--- src/rtl/seg7_scan_2d.sv ---
// Two-digit multiplexed 7-segment driver with frame-latched BCD, leading-zero
// blanking and a stretched carry indicator on the units decimal point.
module seg7_scan_2d #(
    parameter int SCAN_DIV = 1000,
    parameter int DP_LEN   = 5000000
) (
    input  logic       CP,
    input  logic       CR,
    input  logic       EN,
    input  logic [7:0] BCD,
    input  logic       TC,
    input  logic       BLANK_LZ,
    output logic [6:0] SEG,
    output logic       DP,
    output logic [1:0] AN
);

    localparam int SC_W = $clog2(SCAN_DIV);
    localparam int DC_W = $clog2(DP_LEN + 1);
    localparam logic [SC_W-1:0] SC_LAST = SC_W'(SCAN_DIV - 1);
    localparam logic [DC_W-1:0] DC_LOAD = DC_W'(DP_LEN);

    logic [SC_W-1:0] sc_q, sc_d;
    logic            dig_q, dig_d;
    logic [7:0]      dl_q, dl_d;
    logic [DC_W-1:0] dc_q, dc_d;
    logic [6:0]      seg_q, seg_d;
    logic            dp_q, dp_d;
    logic [1:0]      an_q, an_d;
    logic [3:0]      nib;
    logic            wrap;

    function automatic logic [6:0] seg_decode(input logic [3:0] n);
        case (n)
            4'h0:    return 7'h40;
            4'h1:    return 7'h79;
            4'h2:    return 7'h24;
            4'h3:    return 7'h30;
            4'h4:    return 7'h19;
            4'h5:    return 7'h12;
            4'h6:    return 7'h02;
            4'h7:    return 7'h78;
            4'h8:    return 7'h00;
            4'h9:    return 7'h10;
            default: return 7'h3F;
        endcase
    endfunction

    always_ff @(posedge CP) begin
        if (CR) begin
            sc_q  <= '0;
            dig_q <= 1'b0;
            dl_q  <= 8'h00;
            dc_q  <= '0;
            seg_q <= 7'h7F;
            dp_q  <= 1'b1;
            an_q  <= 2'b11;
        end else begin
            sc_q  <= sc_d;
            dig_q <= dig_d;
            dl_q  <= dl_d;
            dc_q  <= dc_d;
            seg_q <= seg_d;
            dp_q  <= dp_d;
            an_q  <= an_d;
        end
    end

    // Latch refreshes only when the tens slot hands back to units, so a frame never tears.
    always_comb begin
        wrap  = (sc_q == SC_LAST);
        sc_d  = '0;
        dig_d = 1'b0;
        dl_d  = BCD;
        if (EN) begin
            sc_d  = wrap ? '0 : sc_q + SC_W'(1);
            dig_d = wrap ? ~dig_q : dig_q;
            dl_d  = (wrap && dig_q) ? BCD : dl_q;
        end
        if (TC)
            dc_d = DC_LOAD;
        else if (dc_q != '0)
            dc_d = dc_q - DC_W'(1);
        else
            dc_d = dc_q;
    end

    always_comb begin
        nib   = dig_q ? dl_q[7:4] : dl_q[3:0];
        seg_d = seg_decode(nib);
        if (dig_q && BLANK_LZ && (dl_q[7:4] == 4'h0))
            seg_d = 7'h7F;
        if (!EN)
            an_d = 2'b11;
        else
            an_d = dig_q ? 2'b01 : 2'b10;
        dp_d = !((dc_q != '0) && EN && !dig_q);
    end

    assign SEG = seg_q;
    assign DP  = dp_q;
    assign AN  = an_q;

endmodule

--- config.mk ---
export PLATFORM = sky130hd
export DESIGN_NAME = seg7_scan_2d
export DESIGN_NICKNAME = d
export VERILOG_FILES = /design/src/rtl/seg7_scan_2d.sv
export SDC_FILE = /design/constraint.sdc
export NUM_CORES = 1
export LEC_CHECK = 0
export CORE_MARGIN = 2
export CORE_UTILIZATION = 44
export CTS_CLUSTER_SIZE = 16
export DETAILED_ROUTE_END_ITERATION = 7
export GPL_TIMING_DRIVEN = 0
export PLACE_DENSITY = 0.71
export SETUP_SLACK_MARGIN = 0.1
export SLEW_MARGIN = 20
export SYNTH_ARGS = -nofsm -noshare
export SYNTH_HDL_FRONTEND = slang
export SYNTH_SLANG_ARGS = --single-unit
--- constraint.sdc ---
create_clock -name CP -period 3.6 [get_ports CP]
set_input_delay 0.72 -clock CP [delete_from_list [all_inputs] [get_ports CP]]
set_output_delay 0.72 -clock CP [all_outputs]
set_load 0.1 [all_outputs]
After elaboration in Yosys (flattened, before gate mapping)
Memories as Yosys holds them, arrays and structs flattened. A register that Yosys moved wholly into a read port is not among the register bits. Index checks and enable logic that the tools add are counted.

$add $sub $neg: 2. Multiply operators: 0. Div/mod/pow operators: 0. $lt $le $gt $ge: 0. Equal/unequal tests: 2. Shift-type cells: 0. Muxes and demuxes: 6. Bitwise operators: 2. Reductions and logical operators: 14.

Operators with widths (number): $mux 23 (2); $reduce_bool 23->1 (1); $sub 23x1->23 const B (1); $mux 8 (2); $add 10x1->10 const B (1); $eq 10x10->1 const B (1); $reduce_or 2->1 (3); $logic_and 1x1->1 (5); $logic_not 4->1 (1); $mux 4 (1); $reduce_or 3->1 (1); $logic_not 1->1 (2); $mux 2 (1); $ne 2x1->1 const B (1); $not 1->1 (2); $reduce_bool 2->1 (1).

Register bits after elaboration: 45. Latch bits: 0. RAM bits: 0. Memory bits (read-only): 112. Logic and storage cells: 34. Memories: 1.

Memories: (no name shown) (depth 16, bits a word 7, rd ports 1, clocked after memory_dff 1, wr ports 0, line 34) `case (n)`.

Longest topological paths before layout
Gate-level depths: netlist of run 1.

Depth after elaboration: 4. Gate-level depth with buffers: 9. Mapped depth without buffers: 7.

Worst setup path before layout of run 1
No wires, ideal clock.

Kind: reg2reg. Start point: register dc_q[8]. End point: register dc_q[19]. Setup time: 0.071 ns. Arrival time: 2.072 ns. Data required time: 3.529 ns. Setup slack: 1.458 ns. Stages on the path, launching flop included: 6. Path buffers: 0. Cells stage by stage: dfxtp_1 or4_4 or3_4 or4b_1 xor2_1 a21oi_1.

Longest elaborated chain between the ends: 3. Elaborated cells between the ends (all ways): 5. Classes of those cells: 1 x add/sub; 2 x mux; 2 x reduce/logical.

Ends and longest elaborated chain: from (decl) (line 26) `logic [DC_W-1:0] dc_q, dc_d;`; from (signal assigned) (line 54) `dc_q <= '0;`; from (signal assigned) (line 62) `dc_q <= dc_d;`; $sub 23x1->23 (line 83) `dc_d = dc_q - DC_W'(1);`; $mux 23 (line 82) `else if (dc_q != '0)`; $mux 23 (line 80) `if (TC)`.

Parallel ways exist; a longest one is shown, timed or not. The select of a mux whose other input is x is not followed. A chain may end at the register's enable or synchronous reset.

Final worst setup path of run 1
Start point: register dp_q (netlist: DP). End point: output DP.

RTL lines: from (decl) (line 28) `logic dp_q, dp_d;`; from (signal assigned) (line 64) `dp_q <= dp_d;`; to (decl) (line 14) `output logic DP,`.

No word-level cell between the ends.

==> impl_metrics.ini, run 1 <==
[pwr]
combPwrFrac_pct = 21.9
cell_internal_pwr_uw = 870.3
clockPowerShare_pct = 28.5
powerDensity_mw_per_mm2 = 462.6
ir_worst_vdd_uv = 217.1
power_mw = 1.278
power.switching_uw = 407.7
p_leak_nw = 1.052
p_seq_share_pct = 49.6
swShare_pct = 31.90

[route]
finalWirelength_mm = 4.502
wl_per_cell_um = 12.40
first_pass_iters = 4
drc = 0
viasPerCell = 5.039
dr_total_vias = 1829
final_antenna_net_count = 0
drtIter0Drc = 83

[cts]
root_buffer = clkbuf_8
htreeDepth = 2
numCtsBuffers = 5
clkTransAtPathRegs_ps = 100
clock_latency_ps = 310
cts_setup_buffers = 0
cts_buffer_depth = 2
cts_sinks = 52
cts_tree = built
cts_hold_buf = 0
cts-resized-gates = 0

[worst_setup_path]
path_delay_family = buffers and inverters
rrSetupSlack_ps = 1310
arrival_ps = 1760
required_ps = 2880
critPathBufInv = 1
path_class = reg -> out
cp-start-kind = flop
cp_cell_sequence = clkdlybuf4s50_1
crit_slowest_cell = clkdlybuf4s50_1
end_kind = primary output
cpPeakStageDelay_ps = 1120
worstPathMaxFanout = 1

[floorplanning]
dieArea_mm2 = 0.005977
die_h_um = 77.31
rows = 26
core-area_mm2 = 0.005140
io_pins = 23
start_util_pct = 46.01
dieWidth_um = 77.31

[logic_synthesis]
yosysTopAreaCell = dfxtp_1
synth_common_cells = dfxtp_1, nor2_1, xor2_1
netlist_area_mm2 = 0.002365
synth_cells = 264
yosysTopAreaCellShare_pct = 44.02
yosys_warnings = 0
ys_seq_area_share_pct = 44.02
synth_fp_nets = 285
ys_seq_elements = 52
avgSynthCellArea_um2 = 8.957
synth.area.top_cells = dfxtp_1, xor2_1, nor2_1, mux2i_1, ha_1
synthDistinctLibCells = 36
synth_edf_count = 0
synth_ff_type = dfxtp_1
synthMostInstantiatedCell = dfxtp_1
ys_async_sr_fraction_pct = 0

[grt]
grt_usage_pct = 16.57
grt_pass1_vias = 1810
grt_pass1_wl_mm = 8.066
gr-total-overflow = 0
grt_max_degree = 18
antenna_found_initial = 0

[cells_and_area]
final_util_pct = 53.75
final_area_mm2 = 0.002763
drive_gt1_share_pct = 6.485
stdcell_count = 363
fillers = 518
final_nets = 313
area_delta_synth_final_pct = 16.83
diodes = 0

[placed_design]
port_buffers = 21
gp_congestion = 0.8353
place_area_mm2 = 0.002663
dp_hpwl_mm = 3.241
place_ws_ps = 1196
dp.cells = 355

[timing]
max_slew_margin_pct = 35.05
fin_crit_ps = 2484
holdWs_ps = 476.5
timing.final.crit_share_pct = 69.00
rsz0062_at_grt = no
finalWorstSetupSlack_ps = 1116
maxSlewViolCount = 0
hold_viol = 0
skew_ps = 8.663
worst_pin_slew_ps = 971.2
clock.fmax_ghz = 0.4026
setup_viol = 0
setup_tns_ps = 0

[min_path]
worstHoldPathType = reg -> reg

[flow_run]
cap_violations = 0

[status]
status = finished clean
cell usage in the layout, fill, tap and decap left out, types with 5 or more instances in the layout:
| cell type | netlist | layout |
|---|---|---|
| dfxtp_1 | 52 | 52 |
| nor2_1 | 38 | 38 |
| xor2_1 | 23 | 23 |
| clkdlybuf4s50_1 | 0 | 21 |
| o21ai_0 | 18 | 18 |
| mux2i_1 | 13 | 13 |
| a21oi_1 | 13 | 13 |
| nand3_1 | 12 | 12 |
| clkbuf_1 | 11 | 11 |
| inv_1 | 8 | 8 |
| or3_1 | 8 | 8 |
| ha_1 | 8 | 8 |
| nand2_1 | 7 | 7 |
| nor3_1 | 7 | 7 |
| clkbuf_8 | 0 | 6 |
| nor4_1 | 5 | 5 |
path summary, 6_finish.rpt:
check / start / endpoint / cells after the start
max: DP / DP / 1
min: sc_q[0] / sc_q[0] / 1
max reg2reg: dc_q[18] / dc_q[4] / 7
min reg2reg: sc_q[0] / sc_q[0] / 1
power by group through the flow:
stage          sequential (mW)  combinational [mW]  clock (mW)
4_1_cts                  0.634               0.281       0.376
3_5_place_dp             0.647               0.280           0
6_report                 0.633               0.280       0.364
5_1_grt                  0.638               0.309       0.397
2_1_floorplan            0.705               0.153           0
3_3_place_gp             0.646               0.277           0
final cells by class:
cell class	instances	area, µm²	share of cell area (%)
Buffer	11	41.29	1.495
Clock inverter	2	17.52	0.6341
Timing Repair Buffer	21	210.2	7.609
Clock buffer	6	82.58	2.989
Inverter	9	33.78	1.223
Multi-Input combinational cell	192	1249	45.20
Tap cell	70	87.58	3.170
Sequential cell	52	1041	37.68
registers in the layout (all words and copies together) (netlist names):
register and count:
dc_q 23, sc_q 10, dl_q 8, SEG 7, AN 2, DP 1
dig_q 1
layer usage:
layer / GRT usage, % / share of wire, %
met3: 4.235 / 3.5
met2: 26.52 / 45
met5: 0 / 0
met4: 5.179 / 1.2
met1: 21.90 / 50
kinds of logic after synthesis:
kind of cell	Yosys count	share of synthesized area [%]
DFF	52	44.02
AOI/OAI and AO/OA	40	9.418
muxes	16	6.931
buffers and inverters	20	3.175
xor gates and xnor gates	26	9.630
and+or+nand+nor	102	22.59
adders and majority gates	8	4.233
Note: power is estimated with default switching activity, not from simulation.
==> run 2: changes to the inputs <==
clock period = 2.3 ns   (was 3.6 ns; I/O delays follow)
==> run 2 against run 1 <==
Combinational power grew 63%. Clock-buffer cell count is the same. Final area grew 1.3%. Power grew 58%. Sequential share of layout area shrank 0.44 points. Critical path depth grew 4. Sequential cell count is the same. Global-route usage grew 0.099 points. Final cell count grew 0.28%. Sequential power grew 57%.
==> impl_metrics.ini, run 2 (synthesized netlist as in run 1, its figures left out) <==
[cells_and_area]
final_common_cell = dfxtp_1
final_util_pct = 54.45
drive_gt1_share_pct = 9.864
regMostFlops = dc_q
mostFrequentLayoutCells = dfxtp_1, nor2_1, xor2_1
final_area_mm2 = 0.002799
fillers = 519
area_delta_synth_final_pct = 18.36
largest_reg_flops = 23
final_nets = 314
diodes = 0
reg_top3 = dc_q (23), sc_q (10), dl_q (8)

[worst_setup_path]
path_class = reg -> reg
rrSetupSlack_ps = 170
arrival_ps = 2360
required_ps = 2540
cp-start-kind = flop
worstPathMaxFanout = 5
end_kind = flop

[timing]
skew_ps = 8.808
timing.final.crit_share_pct = 92.56
setup_tns_ps = 0
finalWorstSetupSlack_ps = 171.1
setup_viol = 0
fin_crit_ps = 2129
clock.fmax_ghz = 0.4697
rsz0062_at_grt = yes
worst_pin_slew_ps = 959.3
hold_viol = 0
max_slew_margin_pct = 36.30
maxSlewViolCount = 0

[placed_design]
port_buffers = 21
gp_congestion = 0.8353
place_ws_ps = 44.75
dp_hpwl_mm = 3.241
place_area_mm2 = 0.002663

[cts]
numCtsBuffers = 5
clkTransAtPathRegs_ps = 100
clock_latency_ps = 310
cts_tree = built
cts_buffer_depth = 2
htreeDepth = 2
cts_sinks = 52
root_buffer = clkbuf_8
cts_hold_buf = 0

[grt]
grt_pass1_wl_mm = 8.114
antenna_found_initial = 0
gr-total-overflow = 0
grt_pass1_vias = 1812
grt_usage_pct = 16.67
grt_max_degree = 18

[floorplanning]
dieArea_mm2 = 0.005977
die_h_um = 77.31
dieWidth_um = 77.31
start_util_pct = 46.01
io_pins = 23
core-area_mm2 = 0.005140
rows = 26

[route]
top_layer_used = met4
route.met3.wl_um = 176
first_pass_iters = 4
met1_length_mm = 2.275
drc = 0
drtIter0Drc = 125
wl_per_cell_um = 12.55
final_antenna_net_count = 0
finalWirelength_mm = 4.569
dr_wl_met2_mm = 2.067
dr_total_vias = 1847
viasPerCell = 5.074

[min_path]
worstHoldPathType = reg -> reg

[pwr]
p_leak_nw = 1.074
ir_worst_vdd_uv = 335.4
powerDensity_mw_per_mm2 = 719.9

[flow_run]
cap_violations = 0

[status]
status = finished clean
-- run 2: changes by cell type in the layout (fill, tap and decap cells not counted), moves of 3 or more --
cell / delta
clkbuf_1: -4
buf_4: +3
dlygate4sd2_1: +10
clkdlybuf4s50_1: -10
o21ai_0: -6
o21ai_1: +5
-- run 2: path summary, 6_finish.rpt --
kind / cells after the start / endpoint / startpoint
min reg2reg: 1 / sc_q[0] / sc_q[0]
max reg2reg: 5 / dc_q[19] / dc_q[9]
min: 1 / sc_q[0] / sc_q[0]
max: 5 / dc_q[19] / dc_q[9]
-- run 2: cell type report --
class | count | area, µm² | area share (%)
multi-input cells | 192 | 1279 | 45.69
plain buffers | 10 | 43.79 | 1.565
well taps | 70 | 87.58 | 3.129
clock inverters | 2 | 17.52 | 0.6258
inverters | 9 | 33.78 | 1.207
clock buffers | 6 | 82.58 | 2.950
repair buffers | 23 | 212.7 | 7.599
flip-flops and latches | 52 | 1042 | 37.24
-- run 2: critical path: stages, from the launching register on --
cell and delay (ps):
dfxtp_2 350, or4_4 570, or3_4 370, or4b_4 510, xor2_2 150, a21oi_1 110
-- run 2: where the power goes --
| group | internal [mW] | switching, mW | total (mW) |
|---|---|---|---|
| clock | 0.252 | 0.315 | 0.567 |
| sequential | 0.954 | 0.0384 | 0.992 |
| combinational | 0.161 | 0.295 | 0.455 |
| total | 1.37 | 0.648 | 2.01 |
-- run 2: metrics by stage --
| stage | total power, mW | instances | hold WS (ps) |
|---|---|---|---|
| after floorplan | 1.342 | 264 | 429.9 |
| after global placement | 1.444 | 355 | 448.9 |
| after detailed placement | 1.450 | 355 | 459.7 |
| after CTS | 2.023 | 364 | 477.6 |
| after global routing | 2.121 | 364 | 495.6 |
| final | 2.015 | 364 | 476.4 |
-- run 2: timing repair --
item,CTS,global route
resized for setup,15,15
setup buffers,1,1
pin swaps,1,4
setup endpoints to repair,21,25
-- run 2: metal layers --
metal	GRT usage, %	vias up
li1	-	978
met1	22.04	828
met2	26.70	35
met3	4.000	6
met4	5.536	0
met5	0	-
